## src/rtl/sentinel_key_capture.sv

```systemverilog
// sentinel_key_capture
//   Front-end of the Sentinel gate. Synchronises and debounces the 8-bit DIP
//   switch key. Each newly settled key is presented once over a valid/ready
//   handshake. The gate's pass/fail verdict is then consumed, and a run of
//   consecutive failures forces a timed lockout.
//
//   Optional feature macro: SENTINEL_LOCKOUT_ESCALATE_EN
//     When defined, each lockout entry raises a 2-bit escalation level
//     (saturating at 3). The lockout then lasts LOCKOUT_CYCLES << level,
//     using the level from before the increment. Any passing verdict clears
//     the level.
//
// Ports:
//   clk          system clock, rising edge
//   rst          asynchronous active-high reset
//   ena          enable; low suspends new captures (the counter is held at 0)
//   sw_in[7:0]   raw switch key, asynchronous to clk
//   key_out[7:0] captured key; stable while key_valid is high
//   key_valid    key_out holds an unconsumed key
//   key_ready    gate accepts key_out this cycle
//   result_valid one-cycle verdict strobe
//   result_ok    verdict, 1 = match
//   lockout      high throughout the lockout period
//   fail_count   consecutive failed verdicts since the last success or lockout
module sentinel_key_capture #(
  parameter int unsigned DEBOUNCE_CYCLES = 16,
  parameter int unsigned MAX_FAILS       = 3,
  parameter int unsigned LOCKOUT_CYCLES  = 1024
) (
  input  logic       clk,
  input  logic       rst,
  input  logic       ena,
  input  logic [7:0] sw_in,
  output logic [7:0] key_out,
  output logic       key_valid,
  input  logic       key_ready,
  input  logic       result_valid,
  input  logic       result_ok,
  output logic       lockout,
  output logic [3:0] fail_count
);

  localparam int unsigned TW = $clog2(LOCKOUT_CYCLES * 8) + 1;
  localparam logic [7:0]    CNT_MAX    = 8'(DEBOUNCE_CYCLES - 1);
  localparam logic [4:0]    FAIL_LIMIT = 5'(MAX_FAILS);
  localparam logic [TW-1:0] LOCK_BASE  = TW'(LOCKOUT_CYCLES);

  typedef enum logic [1:0] {
    IDLE,
    PRESENT,
    WAIT_RESULT,
    LOCKOUT
  } state_t;

  state_t        state, state_n;
  logic [7:0]    sync1, sw_s, candidate, cnt;
  logic [7:0]    last_sent, last_sent_n, key_out_n;
  logic          key_valid_n, lockout_n;
  logic [3:0]    fail_n;
  logic [TW-1:0] timer, timer_n, lock_len;
  logic          settled;

`ifdef SENTINEL_LOCKOUT_ESCALATE_EN
  logic [1:0] level, level_n;

  always_ff @(posedge clk or posedge rst) begin
    if (rst) level <= '0;
    else     level <= level_n;
  end

  assign lock_len = LOCK_BASE << level;
`else
  assign lock_len = LOCK_BASE;
`endif

  // Synchroniser and debounce. The candidate keeps tracking in every state.
  always_ff @(posedge clk or posedge rst) begin
    if (rst) begin
      sync1     <= '0;
      sw_s      <= '0;
      candidate <= '0;
      cnt       <= '0;
    end else begin
      sync1 <= sw_in;
      sw_s  <= sync1;
      if (sw_s != candidate) begin
        candidate <= sw_s;
        cnt       <= '0;
      end else if (!ena) begin
        cnt <= '0;
      end else if (cnt != CNT_MAX) begin
        cnt <= cnt + 8'd1;
      end
    end
  end

  assign settled = (cnt == CNT_MAX) && (candidate != last_sent);

  always_ff @(posedge clk or posedge rst) begin
    if (rst) begin
      state      <= IDLE;
      key_out    <= '0;
      key_valid  <= 1'b0;
      last_sent  <= '0;
      fail_count <= '0;
      timer      <= '0;
      lockout    <= 1'b0;
    end else begin
      state      <= state_n;
      key_out    <= key_out_n;
      key_valid  <= key_valid_n;
      last_sent  <= last_sent_n;
      fail_count <= fail_n;
      timer      <= timer_n;
      lockout    <= lockout_n;
    end
  end

  always_comb begin
    state_n     = state;
    key_out_n   = key_out;
    key_valid_n = key_valid;
    last_sent_n = last_sent;
    fail_n      = fail_count;
    timer_n     = timer;
    lockout_n   = lockout;
`ifdef SENTINEL_LOCKOUT_ESCALATE_EN
    level_n     = level;
`endif
    case (state)
      IDLE: begin
        if (ena && settled) begin
          key_out_n   = candidate;
          last_sent_n = candidate;
          key_valid_n = 1'b1;
          state_n     = PRESENT;
        end
      end
      PRESENT: begin
        if (key_ready) begin
          key_valid_n = 1'b0;
          state_n     = WAIT_RESULT;
        end
      end
      WAIT_RESULT: begin
        if (result_valid) begin
          if (result_ok) begin
            fail_n  = '0;
            state_n = IDLE;
`ifdef SENTINEL_LOCKOUT_ESCALATE_EN
            level_n = '0;
`endif
          end else if ((5'(fail_count) + 5'd1) < FAIL_LIMIT) begin
            fail_n  = fail_count + 4'd1;
            state_n = IDLE;
          end else begin
            // The timer is loaded with length-1 and the exit happens on the
            // cycle it reads 0, so lockout stays high for exactly lock_len cycles.
            timer_n   = lock_len - TW'(1);
            lockout_n = 1'b1;
            state_n   = LOCKOUT;
`ifdef SENTINEL_LOCKOUT_ESCALATE_EN
            if (level != 2'd3) level_n = level + 2'd1;
`endif
          end
        end
      end
      LOCKOUT: begin
        if (timer == '0) begin
          lockout_n   = 1'b0;
          fail_n      = '0;
          // Mark the key currently on the switches as already sent, so that a
          // held wrong key is not resubmitted until the switches change.
          last_sent_n = candidate;
          state_n     = IDLE;
        end else begin
          timer_n = timer - TW'(1);
        end
      end
      default: state_n = IDLE;
    endcase
  end

endmodule

```

## config.mk

```make
export PLATFORM = sky130hd
export DESIGN_NAME = sentinel_key_capture
export DESIGN_NICKNAME = d
export VERILOG_FILES = /design/src/rtl/sentinel_key_capture.sv
export SDC_FILE = /design/constraint.sdc
export NUM_CORES = 1
export LEC_CHECK = 0
export CAP_MARGIN = 15
export CORE_UTILIZATION = 35
export CTS_BUF_LIST = sky130_fd_sc_hd__clkbuf_16
export DETAILED_ROUTE_END_ITERATION = 7
export PLACE_DENSITY_LB_ADDON = 0.08
export SYNTH_ARGS = -nofsm -noshare
export SYNTH_HDL_FRONTEND = slang
export SYNTH_SLANG_ARGS = --single-unit
```

## constraint.sdc

```tcl
create_clock -name clk -period 3.2 [get_ports clk]
set_input_delay 0.64 -clock clk [delete_from_list [all_inputs] [get_ports clk]]
set_output_delay 0.64 -clock clk [all_outputs]
set_load 0.05 [all_outputs]
```

==> impl_metrics.toml, run 1 <==
[worst_setup_path]
cp-endpoint = "timer[13]$_DFFE_PP0P_"
startpoint_type = "flip-flop"
r2r_slack_ns = 0.77
timing.rr.end = "timer[13]$_DFFE_PP0P_"
critPathCaptureType = "flip-flop"
ff2ff_path_depth = 7
startpoint = "timer[0]$_DFFE_PP0P_"
reg2reg_from = "timer[0]$_DFFE_PP0P_"
crit_path_max_fanout = 13
cp.required_ns = 3.41
arrival_ns = 2.64
setup.worst_path.class = "flip-flop to flip-flop"

[finish]
drive_above_1_share_pct = 19.32
diodes = 0
area_growth_pct = 20.48
final_cells = 403
final_common_cell = "dfrtp_1"
final_cell_mix = "dfrtp_1, clkdlybuf4s50_1, mux2_2"
final_nets = 309

[detailed_routing]
via_count = 2006
ant_nets = 0
met2_length_um = 2566
maxUsedRoutingLayer = "met4"
initialDrtViolationCount = 76
wirelength_um = 5786
vias_per_cell = 4.978
wl_per_cell_um = 14.36
wl_met1_um = 2958
drcViolationCount = 2
wl_met3_um = 172
dr.pass1.iters = 6

[sta]
rsz0062_at_grt = "no"
fin_worst_hold_slack_ns = 0.3473
fmax_mhz = 411.7
worst_slew_margin_rel_pct = 48.37
tns_ns = 0
layout_worst_path_cycle_share_pct = 75.91
layout_min_cycle_time_ns = 2.429
tightest_slew_ns = 0.7674
hold_violations = 0
finalClockSkew_ns = 0.008969
final_max_slew_viol_count = 0
setup_viol_count_final = 0
worst_slack_ns = 0.7710

[yosys]
async_reset_ff_share_pct = 100.0
avgSynthCellArea_um2 = 12.19
synth_edf_count = 0
synth_flop_cell = "dfrtp_1"
synth_area_um2 = 3207
ys_warn_count = 0
synth_cells = 263
synth-seq-area-share_pct = 54.62
synth_seq_cells = 70
synth_fp_nets = 281
synth_cell_types = 53

[die]
io-pin-count = 28
die_w_um = 97.72
row_count = 34
fp.dieArea_um2 = 9549
start_util_pct = 36.42
core_um2 = 8806
die-height_um = 97.72

[outcome]
violations = "DRC"
status = "finished with violations"

[global_routing]
grt_usage_pct = 13.57
first_global_vias = 2056
antenna_found_initial = 0
overflow = 0
grt_max_degree = 71
grt_pass1_wl_um = 10070

[power_and_ir_drop]
total_power_mw = 1.961
peakVddDrop_v = 0.0002632
p_leak_nw = 1.734
powerDensity_nw_per_um2 = 507.4

[place]
port_buffers = 27
hpwl_um = 3892
gp_congestion = 0.7231
place_ws_ns = 0.4720
dp_cells = 388

[worst_hold_path]
hp-class = "flip-flop to flip-flop"
min_from = "sync1[7]$_DFF_PP0_"

[clocking]
cts_made_buffers = 9
numClockSinks = 70
hold_buffers = 0
cts_root_buffer = "clkbuf_16"
htreeDepth = 3
cts_resized = 0
clockBufferDepth = 2
cts_tree = "built"
clk_latency_ns = 0.33
path_clk_slew_ns = 0.06
cts_setup_buffers = 0

[job]
maxCapViolCount = 0
[power breakdown]
part / leakage [nW] / internal, mW / switching [mW]
Clock: 0.139 / 0.605 / 0.387
Sequential: 0.891 / 0.901 / 0.0117
Combinational: 0.704 / 0.0261 / 0.0300
Total: 1.73 / 1.53 / 0.428
[cell families after synthesis]
| group | synth area share (%) |
|---|---|
| AO/OA/AOI/OAI | 8.896 |
| XOR/XNOR | 6.282 |
| adder cells (fa/ha/maj) | 1.561 |
| buffers and inverters | 3.433 |
| flip-flops | 54.62 |
| multiplexers | 8.857 |
| AND/OR/NAND/NOR | 16.35 |
[worst min path at each step]
stage / end / slack [ns] / cells after the start
after detailed placement: sw_s[7]$_DFF_PP0_ / 0.33 / 0
final: sw_s[7]$_DFF_PP0_ / 0.35 / 0
after CTS: sw_s[7]$_DFF_PP0_ / 0.35 / 0
after global placement: sw_s[4]$_DFF_PP0_ / 0.33 / 0
after global routing: sw_s[2]$_DFF_PP0_ / 0.36 / 0
after floorplan: sw_s[0]$_DFF_PP0_ / 0.33 / 0
[worst max-delay path, stage by stage (launching register included)]
cell and delay [ns]:
dfrtp_1 0.40, inv_1 0.13, ha_1 0.15, or4b_4 0.49
o41ai_4 0.57, nor2_1 0.19, o211a_1 0.27, mux2i_1 0.12
[sequential cells by signal, indices dropped and copies added, names as in the netlist]
name,cells
timer,14
candidate,8
cnt,8
key_out,8
last_sent,8
sw_s,8
sync1,8
fail_count,4
state,2
key_valid,1
lockout,1
[metal layers]
| metal | up-vias | GRT usage [%] |
|---|---|---|
| met5 | - | 0 |
| met3 | 9 | 4.532 |
| met1 | 990 | 18.21 |
| met4 | 0 | 4.895 |
| met2 | 32 | 20.46 |
| li1 | 975 | - |
[per-stage QoR]
step / utilization (%) / area, µm²
floorplan: - / 3207
global route: 43.88 / 3864
finish: 43.88 / 3864
detailed placement: 40.51 / 3567
global placement: 40.51 / 3567
CTS: 43.88 / 3864
[area by class of cell]
cell class	instances	area [µm²]
multi-input combinational	172	1345
timing repair buffer	30	305.3
tap	108	135.1
fill	825	4942
clock inverter	6	71.32
clock buffer	9	225.2
sequential	70	1752
inverter	8	30.03
[cell usage after synthesis, drive strengths merged, types with 2 or more instances]
cell type  count  share of area, %
mux2          21               7.6
nor3           6              0.94
a21o           3              0.70
nand3b         3               1.1
a211oi         3              0.70
a2111oi        3               1.4
inv            8              0.94
xnor2          5               1.4
ha             4               1.6
nor2          14               1.6
o211a          2              0.62
o21ai          7               1.1
xor2          18               4.9
dfrtp         70                55
or3            2              0.39
nor3b          2              0.47
clkbuf        10               1.5
nor4           7               1.8
o21a           2              0.47
nand3          8               1.2
nand2b         6               1.2
a21oi          9               1.8
or4            2              0.70
mux2i          4               1.2
nand2         19               2.5
and2           6               1.2
buf            2              0.70
(Power assumes the default switching activity.)
==> inputs of run 2 (changes only) <==
- clock period: 3.2 -> 2.25 ns (I/O delays scaled with it)
==> run 2 against run 1 <==
  * The run still ends with DRC left
  * Die area stayed put
  * Cell area grew 7.9%
  * Final cell count grew 8.9%
  * Hold slack got worse by 0.0012 ns
==> impl_metrics.toml, run 2 (synthesis gave the netlist of run 1 again) <==
[finish]
final.fill_count = 808
final_cells = 439
postLayoutCoreUtil_pct = 47.33
ff_latch_area_um2 = 1754
diodes = 0
drive_above_1_share_pct = 29.61
final_cell_mix = "dfrtp_1, buf_4, clkdlybuf4s50_1"
largest_reg_flops = 14
multi_input_area_um2 = 1355
final_common_cell = "dfrtp_1"
final_nets = 344
area_growth_pct = 29.96
max_flop_register = "timer"

[power_and_ir_drop]
pwr-share-seq_pct = 45.9
p_clk_share_pct = 50.8
p_leak_nw = 1.910
power_frac_comb_pct = 3.3
p_sw_mw = 0.6269
swShare_pct = 22.17
p_int_mw = 2.201
peakVddDrop_v = 0.0003109
powerDensity_nw_per_um2 = 678.5

[place]
port_buffers = 27
dp_cells = 418
gp_congestion = 0.7031
hpwl_um = 4344

[detailed_routing]
via_count = 2133
dr.pass1.iters = 6
drcViolationCount = 4
wl_per_cell_um = 14.03
vias_per_cell = 4.859
initialDrtViolationCount = 22
wirelength_um = 6160
ant_nets = 0

[global_routing]
antenna_found_initial = 0
grt_usage_pct = 14.51
grtUsageMet2_pct = 21.82
met1_usage_pct = 20.65
grt_pass1_wl_um = 10980
overflow = 0
first_global_vias = 2202
global_route.usage.met3_pct = 2.806
grt.busiest_layer = "met2"
grt_max_degree = 31

[worst_setup_path]
cp.required_ns = 2.46
crit_family = "simple AND/OR/NAND/NOR gates"
cp_slowest_cell = "or4b_4"
startpoint_type = "flip-flop"
cp_slowest_stage_delay_ns = 0.49
setup.worst_path.class = "flip-flop to flip-flop"
path_cells = "inv_1 -> ha_1 -> or4b_4 -> buf_4 -> nor4_4 -> mux2i_1 -> nand3b_4 -> mux2_4"
arrival_ns = 2.39
path_buf_inv = 2
critPathCaptureType = "flip-flop"
crit_path_max_fanout = 4

[clocking]
clk_latency_ns = 0.33
cts_made_buffers = 9
clockBufferDepth = 2
numClockSinks = 70
cts_tree = "built"
cts_root_buffer = "clkbuf_16"
path_clk_slew_ns = 0.06
htreeDepth = 3
hold_buffers = 0

[die]
die-height_um = 97.72
core_um2 = 8806
row_count = 34
start_util_pct = 36.42
io-pin-count = 28
die_w_um = 97.72
fp.dieArea_um2 = 9549

[worst_hold_path]
hp-class = "flip-flop to flip-flop"

[sta]
tightest_slew_ns = 0.5609
layout_min_cycle_time_ns = 2.183
setup_viol_count_final = 0
finalClockSkew_ns = 0.007300
final_max_slew_viol_count = 0
hold_violations = 0
worst_slew_margin_rel_pct = 62.53
layout_worst_path_cycle_share_pct = 97.03
fmax_mhz = 458.0

[job]
maxCapViolCount = 0

[outcome]
violations = "DRC"
status = "finished with violations"
-- run 2: cell count changes in the layout (fill, tap and decap cells not counted), sizes merged --
cell / before / now
clkinv: 1 / 2
buf: 3 / 38
-- run 2: power by group through the flow --
stage | sequential [mW] | combinational (mW) | clock (mW)
final | 1.30 | 0.0928 | 1.44
after detailed placement | 1.32 | 0.0958 | 0
after global placement | 1.32 | 0.0967 | 0
after global routing | 1.30 | 0.105 | 1.53
after CTS | 1.30 | 0.0966 | 1.48
after floorplan | 1.32 | 0.0446 | 0
-- run 2: what timing repair did --
action / in CTS / in global routing
setup endpoints to repair: 1 / 4
resized for setup: 1 / 5
gates cloned: 0 / 0
pin swaps: 0 / 1
setup buffers: 0 / 5
-- run 2: worst reg2reg max path: stages, from the launching register on --
cell and delay [ns]:
dfrtp_1 0.38, inv_1 0.09, ha_1 0.14, or4b_4 0.49, buf_4 0.17, nor4_4 0.17, mux2i_1 0.13, nand3b_4 0.20
mux2_4 0.31
-- run 2: per-layer routing --
layer	routed length [µm]	part of all wire [%]
met1	3016	49
met2	2882	47
met3	191	3.1
met4	69	1.1
met5	0	0
-- run 2: area by class of cell --
| type | count | area share [%] |
|---|---|---|
| flip-flops and latches | 70 | 42.09 |
| clock buffers | 9 | 5.404 |
| multi-input cells | 172 | 32.51 |
| repair buffers | 65 | 14.02 |
| well taps | 108 | 3.242 |
| clock inverters | 7 | 1.921 |
| inverters | 8 | 0.8106 |
-- run 2: metrics by stage --
step	total power, mW	setup TNS, ns	setup slack (ns)	cell area, µm²	hold WS [ns]
floorplan	1.361	0	0.03141	3213	0.3312
global placement	1.417	-1.065	-0.1049	3811	0.3325
detailed placement	1.417	-1.698	-0.1938	3811	0.3347
CTS	2.870	0	0.06973	4118	0.3488
global route	2.934	-0.01143	-0.005746	4168	0.3536
finish	2.828	0	0.06673	4168	0.3462
-- run 2: path summary, 6_finish.rpt --
check / from / cells after the start / slack [ns] / endpoint
max in group asynchronous: rst / 3 / 1.18 / last_sent[2]$_DFFE_PP0P_
min in group asynchronous: rst / 2 / 0.53 / timer[4]$_DFFE_PP0P_
worst min register to register: sync1[5]$_DFF_PP0_ / 0 / 0.35 / sw_s[5]$_DFF_PP0_
worst max-delay path: timer[0]$_DFFE_PP0P_ / 8 / 0.07 / fail_count[0]$_DFFE_PP0P_
worst max register to register: timer[0]$_DFFE_PP0P_ / 8 / 0.07 / fail_count[0]$_DFFE_PP0P_
worst min-delay path: sync1[5]$_DFF_PP0_ / 0 / 0.35 / sw_s[5]$_DFF_PP0_
==> inputs of run 3 (changes only) <==
- TNS_END_PERCENT: default -> 100
- clock period: 2.25 -> 2.47 ns (I/O delays scaled with it)
==> run 3 against run 2 <==
  * Combinational power decreased by 15%
  * Critical path depth is 1 lower
  * Critical path type unchanged
  * Setup slack better by 0.18 ns
  * Critical endpoint is now timer[9]$_DFFE_PP0P_
  * The flow still finishes with violations (DRC)
  * Sequential cell count unchanged
  * Fmax is 1.7% lower
  * Routed wire length down 4.0%
==> impl_metrics.toml, run 3 (synthesis gave the netlist of run 1 again) <==
[power_and_ir_drop]
p_sw_mw = 0.5554
power_frac_comb_pct = 3.1
peakVddDrop_v = 0.0003571
p_int_mw = 1.989
p_leak_nw = 1.830
powerDensity_nw_per_um2 = 634.7
p_clk_share_pct = 50.4
swShare_pct = 21.83
pwr-share-seq_pct = 46.5

[worst_setup_path]
setup.worst_path.class = "flip-flop to flip-flop"
arrival_ns = 2.44
critPathCaptureType = "flip-flop"
reg2reg_from = "timer[0]$_DFFE_PP0P_"
startpoint = "timer[0]$_DFFE_PP0P_"
cp.required_ns = 2.69
r2r_slack_ns = 0.25
ff2ff_path_depth = 7
path_cells = "inv_1 -> ha_1 -> or4b_4 -> o41ai_4 -> a2111oi_0 -> buf_4 -> mux2_2"
cp_slowest_stage_delay_ns = 0.50
startpoint_type = "flip-flop"
timing.rr.end = "timer[9]$_DFFE_PP0P_"
cp_slowest_cell = "or4b_4"
crit_path_max_fanout = 5

[die]
start_util_pct = 36.42
io-pin-count = 28
fp.dieArea_um2 = 9549
die_w_um = 97.72
row_count = 34
core_um2 = 8806
die-height_um = 97.72

[clocking]
numClockSinks = 70
cts_resized = 0
cts_made_buffers = 9
cts_setup_buffers = 0
clk_latency_ns = 0.33
hold_buffers = 0
clockBufferDepth = 2
path_clk_slew_ns = 0.06
htreeDepth = 3
cts_root_buffer = "clkbuf_16"
cts_tree = "built"

[finish]
postLayoutCoreUtil_pct = 45.52
final_common_cell = "dfrtp_1"
largest_reg_flops = 14
diodes = 0
final_nets = 328
area_growth_pct = 25.01
drive_above_1_share_pct = 24.13
final_cell_mix = "dfrtp_1, clkdlybuf4s50_1, buf_4"
max_flop_register = "timer"

[worst_hold_path]
min_from = "sync1[4]$_DFF_PP0_"
hp-class = "flip-flop to flip-flop"
worstHoldEndpoint = "sw_s[4]$_DFF_PP0_"
worst_hold_path.num_cells = 0

[job]
maxCapViolCount = 0

[detailed_routing]
wirelength_um = 5916
drcViolationCount = 1
dr.pass1.iters = 6
wl_per_cell_um = 13.99
ant_nets = 0
initialDrtViolationCount = 73
vias_per_cell = 4.887
via_count = 2067

[global_routing]
global_route.usage.met3_pct = 5.036
overflow = 0
grt.busiest_layer = "met2"
first_global_vias = 2129
grt_pass1_wl_um = 10370
grtUsageMet2_pct = 21.71
antenna_found_initial = 0
grt_usage_pct = 14.18
grt_max_degree = 54
met1_usage_pct = 18.50

[sta]
worst_slew_margin_rel_pct = 66.56
layout_min_cycle_time_ns = 2.221
fin_worst_hold_slack_ns = 0.3500
rsz0062_at_grt = "no"
setup_viol_count_final = 0
hold_violations = 0
final_max_slew_viol_count = 0
finalClockSkew_ns = 0.008538
fmax_mhz = 450.3
tns_ns = 0
layout_worst_path_cycle_share_pct = 89.91
tightest_slew_ns = 0.5000

[outcome]
violations = "DRC"
status = "finished with violations"

[place]
port_buffers = 27
hpwl_um = 4143
gp_congestion = 0.7164
[run 3: cell types whose count changed in the layout (fill, tap and decap cells not counted), sizes merged]
cell and delta:
buf -16, clkinv -1, clkinvlp +1
[run 3: cell type report]
cell class,count,area [µm²]
clock buffers,9,225.2
multi-input cells,172,1345
flip-flops and latches,70,1752
repair buffers,49,447.9
inverters,8,30.03
fillers,836,4797
clock inverters,7,73.82
well taps,108,135.1
[run 3: metal layers]
metal | up-vias | routed length (µm)
met5 | - | 0
met4 | 0 | 70
met3 | 5 | 230
met2 | 40 | 2730
met1 | 1013 | 2883
li1 | 1009 | -
[run 3: worst max path at each step]
stage | endpoint | slack, ns
after floorplan | timer[6]$_DFFE_PP0P_ | 0.12
after global placement | timer[9]$_DFFE_PP0P_ | 0.08
after detailed placement | key_out[6]$_DFFE_PP0P_ | 0.05
after CTS | timer[9]$_DFFE_PP0P_ | 0.25
after global routing | timer[9]$_DFFE_PP0P_ | 0.09
final | timer[9]$_DFFE_PP0P_ | 0.25
[run 3: power groups by stage]
stage               Clock [mW]  Sequential, mW  Combinational (mW)
floorplan                    0            1.20              0.0403
global placement             0            1.20              0.0823
detailed placement           0            1.20              0.0818
CTS                       1.32            1.18              0.0824
global route              1.39            1.18              0.0893
finish                    1.28            1.18              0.0793
[run 3: stage by stage]
stage	power, mW	setup slack, ns	instance area, µm²	std cells
4_1_cts	2.587	0.2517	4009	423
3_5_place_dp	1.286	0.05274	3710	407
2_1_floorplan	1.240	0.1244	3207	263
5_1_grt	2.666	0.09368	4009	423
6_report	2.544	0.2491	4009	423
3_3_place_gp	1.286	0.08017	3710	407
[run 3: critical path, delay by kind of cell, from the launching register on]
family / cells / cell delay, ns
simple gates: 1 / 0.50
compound gates: 2 / 0.53
buf+inv: 2 / 0.28
flops: 1 / 0.39
mux: 1 / 0.25
fa+ha+maj: 1 / 0.16
